==> config.mk <==
export PLATFORM = sky130hd
export DESIGN_NAME = pipe_stage_reg
export DESIGN_NICKNAME = d
export VERILOG_FILES = /design/src/rtl/pipe_pkg.sv /design/src/rtl/pipe_sat_counter.sv /design/src/rtl/pipe_stage_reg.sv
export SDC_FILE = /design/constraint.sdc
export NUM_CORES = 1
export LEC_CHECK = 0
export CORE_ASPECT_RATIO = 1.4
export CORE_MARGIN = 8
export CORE_UTILIZATION = 51
export CTS_CLUSTER_DIAMETER = 200
export DETAILED_ROUTE_END_ITERATION = 10
export MAX_ROUTING_LAYER = met4
export PLACE_DENSITY = 0.84
export SKIP_CTS_REPAIR_TIMING = 1
export SYNTH_ARGS = -nofsm -noshare
export SYNTH_HDL_FRONTEND = slang
export SYNTH_SLANG_ARGS = --single-unit
==> constraint.sdc <==
create_clock -name clk -period 2.34 [get_ports clk]
set_input_delay 0.234 -clock clk [delete_from_list [all_inputs] [get_ports clk]]
set_output_delay 0.234 -clock clk [all_outputs]
set_load 0.005 [all_outputs]
==> src/rtl/pipe_pkg.sv <==
`default_nettype none
// ============================================================================
//  Module      : pipe_pkg
//  Description : Shared definitions for the pipeline stage registers:
//                occupancy-state encoding, per-stage payload widths and
//                the control-field bubble value.
//  Revision    : 1.0 - initial release
// ============================================================================
package pipe_pkg;

    // Occupancy state encoding of a stage register
    localparam logic [1:0] ST_EMPTY = 2'd0;
    localparam logic [1:0] ST_HALF  = 2'd1;
    localparam logic [1:0] ST_FULL  = 2'd2;

    typedef enum logic [1:0] {
        S_EMPTY = ST_EMPTY,
        S_HALF  = ST_HALF,
        S_FULL  = ST_FULL
    } state_t;

    // Per-boundary control-field widths
    localparam int IFID_CTRL_W  = 4;
    localparam int IDEX_CTRL_W  = 18;
    localparam int EXMEM_CTRL_W = 8;
    localparam int MEMWB_CTRL_W = 4;

    // Per-boundary data-payload widths
    localparam int IFID_DATA_W  = 64;   // pc + instruction
    localparam int IDEX_DATA_W  = 32;
    localparam int EXMEM_DATA_W = 32;
    localparam int MEMWB_DATA_W = 32;

    // An all-zero control field is a NOP: nothing downstream acts on it
    localparam int CTRL_NOP = 0;

endpackage : pipe_pkg
`default_nettype wire

==> src/rtl/pipe_sat_counter.sv <==
`default_nettype none
// ============================================================================
//  Module      : pipe_sat_counter
//  Description : Saturating up-counter with synchronous clear.
//                clk   : clock
//                reset : asynchronous active-low reset
//                inc   : count one event this cycle
//                clr   : synchronous clear, wins over inc
//                count : current value, holds at all-ones
//  Revision    : 1.0 - initial release
// ============================================================================
module pipe_sat_counter #(
    parameter int W = 16
) (
    input  logic         clk,
    input  logic         reset,
    input  logic         inc,
    input  logic         clr,
    output logic [W-1:0] count
);

    logic [W-1:0] r_count;

    always_ff @(posedge clk or negedge reset) begin
        if (!reset) begin
            r_count <= '0;
        end else if (clr) begin
            r_count <= '0;
        end else if (inc && (r_count != {W{1'b1}})) begin
            r_count <= r_count + W'(1);
        end
    end

    assign count = r_count;

endmodule : pipe_sat_counter
`default_nettype wire

==> src/rtl/pipe_stage_reg.sv <==
`default_nettype none
// ============================================================================
//  Module      : pipe_stage_reg
//  Description : Pipeline stage register with valid/ready handshake,
//                optional skid entry, synchronous flush (bubble insertion)
//                and a saturating stall-cycle counter.
//  Ports       : clk, reset (async active-low)
//                in_valid / in_ready / in_ctrl / in_data   : upstream side
//                out_valid / out_ready / out_ctrl / out_data : downstream
//                flush        : squash all held entries
//                stall_cycles : cycles with out_valid && !out_ready
//                stall_clr    : synchronous clear of stall_cycles
//  Revision    : 1.0 - initial release
// ============================================================================
module pipe_stage_reg
    import pipe_pkg::*;
#(
    parameter int CTRL_W   = 18,
    parameter int DATA_W   = 32,
    parameter int SKID     = 1,
    parameter int CLR_DATA = 0,
    parameter int CNT_W    = 16
) (
    input  logic              clk,
    input  logic              reset,
    input  logic              in_valid,
    output logic              in_ready,
    input  logic [CTRL_W-1:0] in_ctrl,
    input  logic [DATA_W-1:0] in_data,
    input  logic              flush,
    output logic              out_valid,
    input  logic              out_ready,
    output logic [CTRL_W-1:0] out_ctrl,
    output logic [DATA_W-1:0] out_data,
    output logic [CNT_W-1:0]  stall_cycles,
    input  logic              stall_clr
);

    localparam bit c_skid_en  = (SKID != 0);
    localparam bit c_clr_data = (CLR_DATA != 0);
    localparam logic [CTRL_W-1:0] c_nop = CTRL_W'(CTRL_NOP);

    state_t            r_state,     w_state_nxt;
    logic [CTRL_W-1:0] r_main_ctrl, w_main_ctrl_nxt;
    logic [DATA_W-1:0] r_main_data, w_main_data_nxt;
    logic [CTRL_W-1:0] r_skid_ctrl, w_skid_ctrl_nxt;
    logic [DATA_W-1:0] r_skid_data, w_skid_data_nxt;

    logic w_ix;
    logic w_ox;

    assign out_valid = (r_state != S_EMPTY);
    assign w_ix      = in_valid && in_ready;
    assign w_ox      = out_valid && out_ready;

    // ------------------------------------------------------------------
    // Upstream ready
    // ------------------------------------------------------------------
    generate
        if (c_skid_en) begin : g_skid_ready
            // Registered so the ready path does not ripple back through
            // the whole pipeline; the skid entry absorbs the one beat
            // that may arrive after downstream stalls.
            logic r_in_ready;
            always_ff @(posedge clk or negedge reset) begin
                if (!reset) begin
                    r_in_ready <= 1'b0;
                end else begin
                    r_in_ready <= (w_state_nxt != S_FULL);
                end
            end
            assign in_ready = r_in_ready;
        end else begin : g_comb_ready
            assign in_ready = !out_valid || out_ready;
        end
    endgenerate

    // ------------------------------------------------------------------
    // State and entry registers
    // ------------------------------------------------------------------
    always_ff @(posedge clk or negedge reset) begin
        if (!reset) begin
            r_state     <= S_EMPTY;
            r_main_ctrl <= '0;
            r_main_data <= '0;
            r_skid_ctrl <= '0;
            r_skid_data <= '0;
        end else begin
            r_state     <= w_state_nxt;
            r_main_ctrl <= w_main_ctrl_nxt;
            r_main_data <= w_main_data_nxt;
            r_skid_ctrl <= w_skid_ctrl_nxt;
            r_skid_data <= w_skid_data_nxt;
        end
    end

    // ------------------------------------------------------------------
    // Next-state and entry update
    // ------------------------------------------------------------------
    always_comb begin
        w_state_nxt     = r_state;
        w_main_ctrl_nxt = r_main_ctrl;
        w_main_data_nxt = r_main_data;
        w_skid_ctrl_nxt = r_skid_ctrl;
        w_skid_data_nxt = r_skid_data;

        if (flush) begin
            // An accepted input beat in this cycle is dropped; an output
            // beat in this cycle was already consumed downstream.
            w_state_nxt     = S_EMPTY;
            w_main_ctrl_nxt = c_nop;
            w_skid_ctrl_nxt = c_nop;
            if (c_clr_data) begin
                w_main_data_nxt = '0;
                w_skid_data_nxt = '0;
            end
        end else begin
            case (r_state)
                S_EMPTY: begin
                    if (w_ix) begin
                        w_state_nxt     = S_HALF;
                        w_main_ctrl_nxt = in_ctrl;
                        w_main_data_nxt = in_data;
                    end
                end
                S_HALF: begin
                    if (w_ix && w_ox) begin
                        w_main_ctrl_nxt = in_ctrl;
                        w_main_data_nxt = in_data;
                    end else if (w_ox) begin
                        w_state_nxt     = S_EMPTY;
                        w_main_ctrl_nxt = c_nop;
                        if (c_clr_data) begin
                            w_main_data_nxt = '0;
                        end
                    end else if (w_ix && c_skid_en) begin
                        w_state_nxt     = S_FULL;
                        w_skid_ctrl_nxt = in_ctrl;
                        w_skid_data_nxt = in_data;
                    end
                end
                S_FULL: begin
                    if (w_ox) begin
                        w_state_nxt     = S_HALF;
                        w_main_ctrl_nxt = r_skid_ctrl;
                        w_main_data_nxt = r_skid_data;
                        w_skid_ctrl_nxt = c_nop;
                        if (c_clr_data) begin
                            w_skid_data_nxt = '0;
                        end
                    end
                end
                default: begin
                    w_state_nxt     = S_EMPTY;
                    w_main_ctrl_nxt = c_nop;
                    w_skid_ctrl_nxt = c_nop;
                end
            endcase
        end
    end

    // Masked so the bubble is guaranteed whenever nothing is presented
    assign out_ctrl = out_valid ? r_main_ctrl : c_nop;
    assign out_data = r_main_data;

    // ------------------------------------------------------------------
    // Stall-cycle counter
    // ------------------------------------------------------------------
    pipe_sat_counter #(
        .W (CNT_W)
    ) u_stall_cnt (
        .clk   (clk),
        .reset (reset),
        .inc   (out_valid && !out_ready),
        .clr   (stall_clr),
        .count (stall_cycles)
    );

endmodule : pipe_stage_reg
`default_nettype wire

== After elaboration in Yosys (flattened, before gate mapping) ==
Cells that the tools add are included.
W data, S select, Z words.
Word-level totals
  register bits: 119
  logic and storage cells: 63
  input bits: 56
  output and inout bits: 68
Operators by class
  reductions and logical operators: 14
  equal/unequal tests: 14
  add/sub/neg operators: 1
  bitwise operators: 3
  mux-type cells: 24
Operators by type and width (number)
  $mux W18: 9
  $pmux W18 S3: 2
  $mux W32: 3
  $pmux W32 S3: 1
  $mux W16: 2
  $add A16 B1 Y16 const B: 1
  $ne A16 B16 Y1 const B: 1
  $ne A3 B3 Y1 const B: 5
  $reduce_and A5 Y1: 3
  $mux W2: 6
  $ne A2 B2 Y1 const B: 5
  $pmux W2 S3: 1
  $logic_and A1 B1 Y1: 5
  $ne A4 B4 Y1 const B: 1
  $reduce_bool A2 Y1: 2
  $not A1 Y1: 3
  $reduce_and A3 Y1: 1
  $reduce_bool A3 Y1: 1
  $eq A2 B1 Y1 const B: 1
  $eq A2 B2 Y1 const B: 1
  $logic_not A2 Y1: 1
  $logic_not A1 Y1: 1

== Logic depth before layout (Yosys ltp) ==
  depth in word-level cells: 7
  depth in mapped cells: 7
  gate-level depth less buffers: 5

== Modules after synthesis ==
A second synthesis with hierarchy kept.
Unflattened totals
  cells, all modules: 557
  area, all modules: 5925.7 µm²
By module, submodules not included
  pipe_stage_reg: area each 4983.5 µm², cells each 459, seq. area each 2577.5 µm², times used 1
  pipe_sat_counter: area each 942.2 µm², cells each 98, seq. area each 400.4 µm², times used 1

== Worst setup path before layout ==
Ideal clock, no wire load.
  path type: reg-to-reg
  start point: reg u_stall_cnt.r_count[0] (netlist: u_stall_cnt.count[0])
  end point: reg u_stall_cnt.r_count[13] (netlist: u_stall_cnt.count[13])
  clock period less this slack: 1.813 ns
  stages on the path, launching flop included: 7
  buffers on the path: 1
  required time: 2.215 ns
  arrival time: 1.689 ns
  setup time: 0.125 ns
  setup slack: 0.527 ns
  cells stage by stage: dfrtp_1 ha_1 and2_1 buf_2 nor3b_2 nor4_1 mux2_2
Between the ends
  cells in the longest elaborated chain, start to end: 3
  elaborated cells between the ends (all ways): 6
  those cells by class: 1 x add/sub; 1 x eq/ne; 2 x mux; 2 x reduce/logical
Ends and longest elaborated chain
  start, declared: RTL line pipe_sat_counter.sv:22  | logic [W-1:0] r_count;
  start signal, assigned: RTL line pipe_sat_counter.sv:30  | r_count <= r_count + W'(1);
  $add A16 B1 Y16 / $ne A16 B16 Y1 (equally long branches): RTL line pipe_sat_counter.sv:30, pipe_sat_counter.sv:29
  $mux W16 / $logic_and A1 B1 Y1 (equally long branches): RTL line pipe_sat_counter.sv:29  | end else if (inc && (r_count != {W{1'b1}})) begin
  $mux W16 / $reduce_bool A2 Y1 (equally long branches)
Parallel ways exist; a longest one is shown, timed or not. The select of a mux whose other input is x is not followed.
A chain may end at the register's enable or synchronous reset.

== Worst setup path after layout ==
  start point: reg r_state[1]
  end point: out out_ctrl[5]
Between the ends
  cells in the longest elaborated chain, start to end: 2
Ends and longest elaborated chain
  start, declared: RTL line pipe_stage_reg.sv:43  | state_t r_state, w_state_nxt;
  start signal, assigned: RTL line pipe_stage_reg.sv:89  | r_state <= w_state_nxt;
  $reduce_bool A2 Y1: RTL line pipe_stage_reg.sv:52  | assign out_valid = (r_state != S_EMPTY);
  $mux W18: RTL line pipe_stage_reg.sv:163  | assign out_ctrl = out_valid ? r_main_ctrl : c_nop;
  end, declared: RTL line pipe_stage_reg.sv:33  | output logic [CTRL_W-1:0] out_ctrl,
No other way between the ends.

==> impl_results.md <==
- Final setup viols: 0
- Syn. warnings: 0
- Global-route wire length before repair: 23.7 mm
- Avg Cell Area, Syn: 10.5 um^2
- Commonest non-fill, non-tap cell in the layout: nand2_1
- Final worst slack: around 170 ps
- Final period util: 92.6%
- Die area: between 0.01 and 0.015 mm^2
- Post-Place Worst Slack: 163 ps
- DR iter-0 viols: 168
- Routed vias: between 4000 and 5000
- Fin cells: ~830
- Sum Neg Setup Slack: 0 ps
- RePlAce Congestion: 0.859
- Register area share after synthesis: 52.2%
- Initial antenna violation count: 0
- HP Class: in -> async
- Hold Slack: around 360 ps
- # diodes: 0
- CTS Buffer Depth: 2
- Startpoint Class: flop
- Via density per instance: roughly 5.4
- Max_slew headroom: between 50% and 60%
- Final HPWL DP: slightly below 10 mm
- Number of synthesized flops with an enable pin: 0
- CP max FO: 14
- CP Cell Sequence: nor2_1 -> buf_4 -> nor2b_1 -> clkdlybuf4s50_1
- Synth cell types: 49
- Synth Cell Area: 0.00570 mm^2
- Status: finished clean
- Ports: 124
- Tot GR Track Use: 20.3%
- CTS Buf Count: 17
- R2R cell count: 5
- Layout cell share with drive strength beyond 1: 18.9%
- Crit-path max cell delay: ~540 ps
- Period minus WS final: approximately 2200 ps
- Clk sinks: 119
- Overall power consumption: 0.00657 W
- TritonCTS clock tree: built
- Core area: 0.0109 mm^2
- Most frequent cells in the layout: 142 x nand2_1, 122 x clkdlybuf4s50_1, 118 x dfrtp_1
- Seq. cell area: between 0.002 and 0.003 mm^2
- Max-cap violations: 0
- # DRC: 0
- Overflow after GRT: 0
- Max-slew violations: 0
- Crit. End Element: output port
- CP Data Arrival Time: about 1900 ps
- Initial Utilization: roughly 52%
- Vias in the first global route: 4848
- H-Tree Depth: 4
- Largest net degree at the start of global routing: 53
- Root Buffer Master: clkbuf_16
- Routed WL: 14.2 mm
- Worst-path clk slew: 50 ps
- Worst R2R Setup Slack: 470 ps
- RR Startpoint: u_stall_cnt.count[0]$_DFFE_PN0P_
- Final-stage net count: 729
- Cell family with most CP delay: buffers and inverters
- Worst EP required: 2110 ps
- DR pass1 iterations: 4
- # fillers: 759
- CP Class: reg -> out
- Register bit count reported by yosys: 119
- P&R area growth vs syn: 36.3%
- Post-Synthesis Cells: 545
- Crit path buf inv count: 2
- Port buffer count: 123
- Num rows: 45
- Post-Route Skew: 8.80 ps
- Pwr dens: 845 mW/mm^2
- Die W: 105 um
- Antenna-violating nets left: 0
- Worst reg2reg path endpoint: u_stall_cnt.count[13]$_DFFE_PN0P_
- Hold Vio Cnt, Final: 0
- Multi-input gate area: 0.00247 mm^2
- Drt wl/cell: 17.3 um
- Inst Count DP: 793
- FMAX: 462 MHz
- Worst path slowest cell: clkdlybuf4s50_1
- Worst-Margin Slew: a little over 600 ps
- Worst IR drop on VDD: roughly 500 uV
- Clk_lat worst skew: 410 ps
- RSZ-0062 raised after global routing: false
- Async SR Flop Fraction: between 90% and 100%
- Main flop type after synthesis: dfrtp_1
- Syn Nets: roughly 600
- DIE HEIGHT: 141 um
- Leak: 3.46 nW
-- worst max-delay path by stage --
| stage | endpoint | cells after the start | slack [ps] | startpoint |
|---|---|---|---|---|
| 2_1_floorplan | u_stall_cnt.count[13]$_DFFE_PN0P_ | 6 | 530 | u_stall_cnt.count[0]$_DFFE_PN0P_ |
| 3_3_place_gp | out_data[9]$_DFFE_PN0P_ | 6 | 200 | in_valid |
| 3_5_place_dp | out_data[8]$_DFFE_PN0P_ | 6 | 160 | in_valid |
| 4_1_cts | out_ctrl[5] | 4 | 50 | r_state[1]$_DFF_PN0_ |
| 5_1_grt | out_ctrl[15] | 5 | 100 | r_state[0]$_DFF_PN0_ |
| 6_report | out_ctrl[5] | 4 | 170 | r_state[1]$_DFF_PN0_ |
-- worst register-to-register path, stage by stage, from the launching register on --
cell and delay (ps):
dfrtp_1 410, ha_1 220, and2_1 260, nor3b_2 240, nor4_1 260, mux2_2 360
-- cells by family (layout without fill, tap and decap cells) --
family / after synthesis / in the layout / synth area share [%]
flops: 119 / 119 / 52.2
fa+ha+maj: 1 / 1 / 0.219
compound gates: 74 / 74 / 8.99
buf+inv: 56 / 195 / 4.69
mux: 87 / 87 / 16.8
simple gates: 208 / 208 / 17.1
-- sequential cells by signal (all words and copies together), names as in the netlist --
register           count
out_data              32
r_skid_data           32
r_main_ctrl           18
r_skid_ctrl           18
u_stall_cnt.count     16
r_state                2
in_ready               1
-- synth_stat cells, drive strengths merged (7+ instances only) --
cell    count  area share (%)
dfrtp     119              52
mux2       68              13
inv        25             1.6
buf        17             2.1
mux2i      19             3.3
or4         7            0.92
nor2b      24             2.6
nor2       11            0.77
a21oi      15             1.6
clkbuf     14            0.92
a22oi      18             2.4
o21ai      22             1.9
nand2     143             9.5
-- stage by stage --
step / cell area [um^2] / util [%]
2_1_floorplan: 5700 / -
3_3_place_gp: 7100 / 65.3
3_5_place_dp: 7100 / 65.3
4_1_cts: 7770 / 71.5
5_1_grt: 7780 / 71.6
6_report: 7780 / 71.6
-- area by class of cell --
class	count	share of cell area (%)
clock buffers	22	6.10
clock inverters	9	2.51
inverters	25	1.21
multi-input cells	370	31.8
flip-flops and latches	119	38.3
well taps	141	2.27
repair buffers	139	17.9
-- routing by layer --
layer | global-route usage (%) | vias to the layer above | wire (um)
li1 | - | 2108 | -
met3 | 5.34 | 39 | 597
met1 | 22.3 | 2196 | 5810
met5 | - | - | 0
met4 | 8.52 | 0 | 369
met2 | 34.1 | 153 | 7460
-- power by group --
part / switching [W] / total [W] / leakage, nW / internal, W
logic: 0.000397 / 0.00105 / 1.61 / 0.000649
registers: 0.000188 / 0.00259 / 1.52 / 0.00240
clock network: 0.000865 / 0.00293 / 0.330 / 0.00207
total: 0.00145 / 0.00657 / 3.46 / 0.00512
No activity file was read; power rests on OpenSTA's default activity.
